`src/rtl/fb_pkg.sv`:
```
// Frame-buffer geometry and 640x480@60 VGA timing shared by the scan-out reader
// and the line-drawing datapath.
package fb_pkg;

    localparam int unsigned H_ACTIVE = 640;
    localparam int unsigned H_FP     = 16;
    localparam int unsigned H_SYNC   = 96;
    localparam int unsigned H_BP     = 48;
    localparam int unsigned H_TOTAL  = H_ACTIVE + H_FP + H_SYNC + H_BP;

    localparam int unsigned V_ACTIVE = 480;
    localparam int unsigned V_FP     = 10;
    localparam int unsigned V_SYNC   = 2;
    localparam int unsigned V_BP     = 33;
    localparam int unsigned V_TOTAL  = V_ACTIVE + V_FP + V_SYNC + V_BP;

    localparam int unsigned FB_W    = 320;
    localparam int unsigned FB_H    = 240;
    localparam int unsigned ADDR_W  = 17;
    localparam int unsigned FB_SIZE = FB_W * FB_H;

    localparam int unsigned CNT_W = 10;
    typedef logic [CNT_W-1:0] cnt_t;

    // Sync/blank bundle as seen on the pins (all active-low).
    typedef struct packed {
        logic hs_n;
        logic vs_n;
        logic blank_n;
    } vga_ctl_t;

    localparam vga_ctl_t VGA_IDLE = '{hs_n: 1'b1, vs_n: 1'b1, blank_n: 1'b0};

    function automatic logic is_active(cnt_t h, cnt_t v);
        return (h < cnt_t'(H_ACTIVE)) && (v < cnt_t'(V_ACTIVE));
    endfunction

    function automatic vga_ctl_t decode_ctl(cnt_t h, cnt_t v);
        vga_ctl_t c;
        c.blank_n = is_active(h, v);
        c.hs_n    = !((h >= cnt_t'(H_ACTIVE + H_FP)) && (h < cnt_t'(H_ACTIVE + H_FP + H_SYNC)));
        c.vs_n    = !((v >= cnt_t'(V_ACTIVE + V_FP)) && (v < cnt_t'(V_ACTIVE + V_FP + V_SYNC)));
        return c;
    endfunction

endpackage

```
`src/rtl/vga_timing_gen.sv`:
```
// Pixel-tick divider, h/v raster counters, sync/blank decode and frame-start pulse.
// Counters sit at (0,0) whenever stopped; the first running clock re-enters (0,0).
module vga_timing_gen
    import fb_pkg::*;
#(
    parameter int unsigned CLK_DIV = 2
) (
    input  logic     i_clk,
    input  logic     i_reset,
    input  logic     i_enable,
    output logic     o_tick,
    output cnt_t     o_h_cnt,
    output cnt_t     o_v_cnt,
    output logic     o_line_end,
    output logic     o_frame_end,
    output vga_ctl_t o_ctl,
    output logic     o_next_active,
    output logic     o_frame_start
);

    localparam int unsigned DIV_W = (CLK_DIV > 1) ? $clog2(CLK_DIV) : 1;

    logic [DIV_W-1:0] r_div;
    logic [DIV_W-1:0] w_div_d;
    cnt_t             r_h_cnt;
    cnt_t             w_h_d;
    cnt_t             r_v_cnt;
    cnt_t             w_v_d;
    logic             r_run;
    logic             r_frame_start;
    logic             w_tick;
    logic             w_line_end;
    logic             w_frame_end;

    assign w_tick      = r_run && (r_div == DIV_W'(CLK_DIV - 1));
    assign w_line_end  = (r_h_cnt == cnt_t'(H_TOTAL - 1));
    assign w_frame_end = w_line_end && (r_v_cnt == cnt_t'(V_TOTAL - 1));

    always_comb begin
        w_div_d = r_div;
        w_h_d   = r_h_cnt;
        w_v_d   = r_v_cnt;
        // The restart clock (enable high, not yet running) also stays at (0,0) so
        // pixel (0,0) gets a full CLK_DIV period after frame_start.
        if (i_reset || !i_enable || !r_run) begin
            w_div_d = '0;
            w_h_d   = '0;
            w_v_d   = '0;
        end else if (w_tick) begin
            w_div_d = '0;
            if (w_line_end) begin
                w_h_d = '0;
                w_v_d = w_frame_end ? '0 : r_v_cnt + 1'b1;
            end else begin
                w_h_d = r_h_cnt + 1'b1;
            end
        end else begin
            w_div_d = r_div + 1'b1;
        end
    end

    always_ff @(posedge i_clk) begin
        if (i_reset) begin
            r_div         <= '0;
            r_h_cnt       <= '0;
            r_v_cnt       <= '0;
            r_run         <= 1'b0;
            r_frame_start <= 1'b0;
        end else begin
            r_div         <= w_div_d;
            r_h_cnt       <= w_h_d;
            r_v_cnt       <= w_v_d;
            r_run         <= i_enable;
            r_frame_start <= i_enable && (!r_run || (w_tick && w_frame_end));
        end
    end

    assign o_tick        = w_tick;
    assign o_h_cnt       = r_h_cnt;
    assign o_v_cnt       = r_v_cnt;
    assign o_line_end    = w_line_end;
    assign o_frame_end   = w_frame_end;
    assign o_ctl         = decode_ctl(r_h_cnt, r_v_cnt);
    assign o_next_active = !i_reset && i_enable && is_active(w_h_d, w_v_d);
    assign o_frame_start = r_frame_start;

endmodule

```
`src/rtl/fb_scanout_reader.sv`:
```
// Frame-buffer scan-out: pixel-doubled read addressing for a 320x240 buffer on a
// 640x480 raster, plus the one-pixel output pipeline aligning RGB with sync/blank.
module fb_scanout_reader
    import fb_pkg::*;
#(
    parameter int unsigned CLK_DIV    = 2,
    parameter int unsigned RD_LATENCY = 1,
    parameter int unsigned FB_W       = fb_pkg::FB_W,
    parameter int unsigned FB_H       = fb_pkg::FB_H,
    parameter int unsigned ADDR_W     = fb_pkg::ADDR_W
) (
    input  logic              clk,
    input  logic              reset,
    input  logic              enable,
    input  logic              red_in,
    input  logic              green_in,
    input  logic              blue_in,
    output logic              FB_RE,
    output logic [ADDR_W-1:0] FB_rd_addr,
    output logic              vga_hs,
    output logic              vga_vs,
    output logic              vga_blank_n,
    output logic              red_out,
    output logic              green_out,
    output logic              blue_out,
    output logic              frame_start
);

    if (RD_LATENCY >= CLK_DIV) begin : g_bad_latency
        $error("fb_scanout_reader: RD_LATENCY must be less than CLK_DIV");
    end

    if (FB_W * FB_H > (1 << ADDR_W)) begin : g_bad_addr_w
        $error("fb_scanout_reader: ADDR_W too narrow for FB_W*FB_H");
    end

    logic              w_tick;
    cnt_t              w_h_cnt;
    cnt_t              w_v_cnt;
    logic              w_line_end;
    logic              w_frame_end;
    vga_ctl_t          w_ctl;
    logic              w_next_active;
    logic              w_frame_start;
    logic              w_stop;

    logic [ADDR_W-1:0] r_col;
    logic [ADDR_W-1:0] w_col_d;
    logic [ADDR_W-1:0] r_row_base;
    logic [ADDR_W-1:0] w_row_base_d;
    logic [ADDR_W-1:0] r_addr;
    logic              r_fb_re;
    vga_ctl_t          r_ctl;
    logic              r_red;
    logic              r_green;
    logic              r_blue;

    vga_timing_gen #(
        .CLK_DIV (CLK_DIV)
    ) u_timing (
        .i_clk         (clk),
        .i_reset       (reset),
        .i_enable      (enable),
        .o_tick        (w_tick),
        .o_h_cnt       (w_h_cnt),
        .o_v_cnt       (w_v_cnt),
        .o_line_end    (w_line_end),
        .o_frame_end   (w_frame_end),
        .o_ctl         (w_ctl),
        .o_next_active (w_next_active),
        .o_frame_start (w_frame_start)
    );

    assign w_stop = reset || !enable;

    // Column advances after each odd active pixel and row base after each odd active
    // line, so every buffer pixel covers a 2x2 block of the raster.
    always_comb begin
        w_col_d      = r_col;
        w_row_base_d = r_row_base;
        if (w_stop) begin
            w_col_d      = '0;
            w_row_base_d = '0;
        end else if (w_tick) begin
            if (w_line_end) begin
                w_col_d = '0;
                if (w_frame_end) begin
                    w_row_base_d = '0;
                end else if (w_v_cnt[0] && (w_v_cnt < cnt_t'(V_ACTIVE - 1))) begin
                    w_row_base_d = r_row_base + ADDR_W'(FB_W);
                end
            end else if (w_h_cnt[0] && (w_h_cnt < cnt_t'(H_ACTIVE - 1))) begin
                w_col_d = r_col + 1'b1;
            end
        end
    end

    always_ff @(posedge clk) begin
        if (reset) begin
            r_col      <= '0;
            r_row_base <= '0;
            r_addr     <= '0;
            r_fb_re    <= 1'b0;
        end else begin
            r_col      <= w_col_d;
            r_row_base <= w_row_base_d;
            r_fb_re    <= w_next_active;
            if (!enable) begin
                r_addr <= '0;
            end else if (w_next_active) begin
                r_addr <= w_row_base_d + w_col_d;
            end
        end
    end

    // Captured on the tick closing pixel (h,v): read data has settled by then.
    always_ff @(posedge clk) begin
        if (w_stop) begin
            r_ctl   <= VGA_IDLE;
            r_red   <= 1'b0;
            r_green <= 1'b0;
            r_blue  <= 1'b0;
        end else if (w_tick) begin
            r_ctl   <= w_ctl;
            r_red   <= red_in & w_ctl.blank_n;
            r_green <= green_in & w_ctl.blank_n;
            r_blue  <= blue_in & w_ctl.blank_n;
        end
    end

    assign FB_RE       = r_fb_re;
    assign FB_rd_addr  = r_addr;
    assign vga_hs      = r_ctl.hs_n;
    assign vga_vs      = r_ctl.vs_n;
    assign vga_blank_n = r_ctl.blank_n;
    assign red_out     = r_red;
    assign green_out   = r_green;
    assign blue_out    = r_blue;
    assign frame_start = w_frame_start;

endmodule
```
`config.mk`:
```
export PLATFORM = sky130hd
export DESIGN_NAME = fb_scanout_reader
export DESIGN_NICKNAME = d
export VERILOG_FILES = /design/src/rtl/fb_pkg.sv /design/src/rtl/vga_timing_gen.sv /design/src/rtl/fb_scanout_reader.sv
export SDC_FILE = /design/constraint.sdc
export NUM_CORES = 1
export LEC_CHECK = 0
export BUFFER_PORTS_ARGS = -buffer_cell sky130_fd_sc_hd__buf_2
export CORE_UTILIZATION = 50
export DETAILED_ROUTE_END_ITERATION = 16
export GPL_TIMING_DRIVEN = 0
export PLACE_DENSITY = 0.68
export SLEW_MARGIN = 20
export SYNTH_ARGS = -nofsm -noshare
export SYNTH_HDL_FRONTEND = slang
export SYNTH_SLANG_ARGS = --single-unit
export TNS_END_PERCENT = 20
```
`constraint.sdc`:
```
create_clock -name clk -period 11.4 [get_ports clk]
set_input_delay 0.57 -clock clk [delete_from_list [all_inputs] [get_ports clk]]
set_output_delay 0.57 -clock clk [all_outputs]
set_load 0.02 [all_outputs]
```
==> impl_metrics.env <==
export IMPL_status="complete, no violations"
export IMPL_die_area_um2=9430
export IMPL_hold_violations=0
export IMPL_rows=34
export IMPL_ant_nets=0
export IMPL_hold_class="in -> reg"
export IMPL_grt_pass1_vias=3866
export IMPL_syn_num_nets=565
export IMPL_synth_area_per_cell_um2=8.44
export IMPL_r2r_setup_slack_ps=6780
export IMPL_insertedDiodeCount=0
export IMPL_synth_top_cell_area_share=0.359
export IMPL_grt_antenna_before_repair=0
export IMPL_synth_top_area_cell="dfxtp_1"
export IMPL_ys_ff_latch=81
export IMPL_viasPerCell=5.68
export IMPL_numCtsBuffers=9
export IMPL_wl_per_cell_um=14.6
export IMPL_cts_sinks=81
export IMPL_dr_total_vias=3922
export IMPL_layoutNonFillerInstCount=690
export IMPL_layout_drive_gt1_share=0.127
export IMPL_ys_flop_type="dfxtp_1"
export IMPL_cts_tree="built"
export IMPL_period_needed_ps=4620
export IMPL_cap_viol_max_count=0
export IMPL_initialDrtViolationCount=84
export IMPL_cts_setup_buffers=0
export IMPL_wl_um=10100
export IMPL_min_to="green_out$_SDFFE_PP0P_"
export IMPL_fin_skew_ps=8.57
export IMPL_htreeDepth=3
export IMPL_final_nets=606
export IMPL_synthCells=536
export IMPL_rr_endpoint="FB_rd_addr[16]$_SDFFE_PP0P_"
export IMPL_path_clk_slew_ps=90
export IMPL_synth_edf_count=0
export IMPL_root_buffer="clkbuf_8"
export IMPL_worst_pin_slew_ps=778
export IMPL_fillers=799
export IMPL_cts_resized=0
export IMPL_start_kind="register"
export IMPL_area_delta_synth_final_pct=11.5
export IMPL_path_max_fanout=10
export IMPL_cp_end_kind="register"
export IMPL_hold_path_depth=3
export IMPL_clk_latency_ps=360
export IMPL_grt_pass1_wl_um=17300
export IMPL_async_flop_share=0
export IMPL_portBuffers=30
export IMPL_r2r_start="u_timing.o_h_cnt[0]$_SDFFE_PP0P_"
export IMPL_syn_area_um2=4520
export IMPL_seqCellArea_um2=1620
export IMPL_required_ps=11660
export IMPL_dp_final_hpwl_um=7720
export IMPL_slew_violations=0
export IMPL_fin_setup_tns_ps=0
export IMPL_grt_overflow_total=0
export IMPL_grtUsageTotal=0.224
export IMPL_dr_pass1_iters=4
export IMPL_synth_area_top_cells="dfxtp_1, nor2_1, ha_1"
export IMPL_p_leak_nw=1.99
export IMPL_setup_viol=0
export IMPL_initial_utilization=0.519
export IMPL_r2r_cells=18
export IMPL_whs_ps=448
export IMPL_drc=0
export IMPL_crit_type="reg -> reg"
export IMPL_rsz0062_at_grt="no"
export IMPL_seq_area_frac_synth=0.359
export IMPL_grt_max_degree=17
export IMPL_ioPinCount=31
export IMPL_place_inst=674
export IMPL_cts_max_path_buffers=2
export IMPL_ir_drop_v=0.0000759
export IMPL_max_freq_ghz=0.216
export IMPL_fp_dieH_um=97.1
export IMPL_hold_buffers=0
export IMPL_pwr_density_cell_nw_per_um2=108
export IMPL_multi_input_area_um2=2740
export IMPL_slew_headroom=0.474
export IMPL_min_from="green_in"
export IMPL_period_share=0.405
export IMPL_die_w_um=97.1
export IMPL_yosysWarnings=0
export IMPL_cp_arrival_ps=4880
export IMPL_synth_cell_types=66
export IMPL_place_gp_congestion=0.868
export IMPL_core_um2=8720
registers in the layout, indices dropped and copies added, names as in the netlist:
register and count:
green_out 1, vga_vs 1, blue_out 1, FB_RE 1, u_timing.o_frame_start 1, FB_rd_addr 17, r_col 17, vga_blank_n 1
red_out 1, u_timing.r_run 1, u_timing.o_v_cnt 10, u_timing.o_h_cnt 10, u_timing.r_div 1, r_row_base 17, vga_hs 1
Yosys cell counts, types with 2 or more instances:
| library cell | count |
|---|---|
| o31ai_1 | 6 |
| o31a_1 | 2 |
| xnor2_1 | 20 |
| and2_1 | 20 |
| o21ai_1 | 5 |
| a21o_1 | 5 |
| nand2_1 | 32 |
| buf_2 | 8 |
| ha_1 | 22 |
| nor4b_1 | 2 |
| mux2i_1 | 17 |
| and3_1 | 2 |
| o21a_1 | 4 |
| nor3_1 | 9 |
| o21bai_1 | 2 |
| nor2_1 | 87 |
| nor4_1 | 2 |
| dfxtp_1 | 81 |
| nand3_1 | 19 |
| a22oi_1 | 5 |
| or2_2 | 2 |
| o21ai_0 | 22 |
| inv_2 | 2 |
| xor2_1 | 21 |
| or3_1 | 10 |
| nand2b_1 | 3 |
| inv_1 | 10 |
| a211oi_1 | 2 |
| nand4_1 | 17 |
| a31oi_1 | 3 |
| a21oi_1 | 37 |
| clkbuf_1 | 14 |
| o41ai_1 | 2 |
| buf_6 | 2 |
| and4_1 | 7 |
| nor2b_1 | 2 |
metrics by stage:
step / total power, mW / setup WS [ps] / util / area [um^2]
after floorplan: 0.302 / 7560 / - / 4520
after global placement: 0.307 / 6650 / 0.551 / 4810
after detailed placement: 0.307 / 6630 / 0.551 / 4810
after CTS: 0.551 / 6760 / 0.578 / 5040
after global routing: 0.564 / 6440 / 0.578 / 5040
final: 0.545 / 6780 / 0.578 / 5040
final cells by class:
class / instances / share of cell area
Multi-Input combinational cell: 419 / 0.544
Sequential cell: 81 / 0.322
Timing Repair Buffer: 30 / 0.0298
Tap cell: 108 / 0.0268
Clock buffer: 9 / 0.0246
Buffer: 24 / 0.0228
Clock inverter: 7 / 0.0216
Inverter: 12 / 0.00894
worst max-delay path: stages (launching register included):
cell and delay, ps:
dfxtp_1 470, ha_1 230, and3_2 270, nand3_4 130
buf_2 220, nor2_1 320, a21oi_1 200, clkbuf_1 210
and2_1 190, ha_1 220, fa_1 420, a211o_1 330
a21oi_1 230, o311ai_0 240, a21o_1 220, a21oi_1 210
o21ai_0 140, xnor2_1 200, o21ai_1 70
layout by cell type, fill, tap and decap left out, types with 14 or more instances in the layout:
master / instances
mux2i_1: 17
a21oi_1: 37
xnor2_1: 20
ha_1: 22
xor2_1: 21
nand4_1: 17
and2_1: 20
o21ai_0: 22
nand2_1: 32
clkbuf_1: 14
nand3_1: 19
buf_2: 38
dfxtp_1: 81
nor2_1: 87
report_power, final:
part | switching [mW] | internal [mW]
Clock | 0.117 | 0.129
Sequential | 0.000245 | 0.283
Combinational | 0.0116 | 0.00492
worst max path at each step:
stage / start / endpoint / slack (ps) / depth (start not counted)
after global placement: reset / FB_rd_addr[16]$_SDFFE_PP0P_ / 6650 / 18
final: u_timing.o_h_cnt[0]$_SDFFE_PP0P_ / FB_rd_addr[16]$_SDFFE_PP0P_ / 6780 / 18
after global routing: u_timing.o_h_cnt[0]$_SDFFE_PP0P_ / FB_rd_addr[16]$_SDFFE_PP0P_ / 6440 / 18
after detailed placement: reset / FB_rd_addr[16]$_SDFFE_PP0P_ / 6630 / 18
after floorplan: u_timing.o_h_cnt[0]$_SDFFE_PP0P_ / FB_rd_addr[16]$_SDFFE_PP0P_ / 7560 / 18
after CTS: u_timing.o_h_cnt[0]$_SDFFE_PP0P_ / FB_rd_addr[16]$_SDFFE_PP0P_ / 6760 / 18
cell families (layout without fill, tap and decap cells):
group | count (synthesis) | after routing | synth area share
flops | 81 | 81 | 0.359
compound gates | 112 | 112 | 0.168
simple gates | 226 | 226 | 0.256
fa+ha+maj | 23 | 23 | 0.0653
buf+inv | 36 | 82 | 0.0354
xor+xnor | 41 | 41 | 0.0794
mux | 17 | 17 | 0.0376
layer usage:
layer / vias up / wire length [um] / global-route usage
met1: 1839 / 4540 / 0.258
li1: 1993 / - / -
met5: - / 0 / 0
met4: 0 / 368 / 0.0930
met2: 59 / 4910 / 0.395
met3: 31 / 287 / 0.0532
Note: power is estimated with default switching activity, not from simulation.
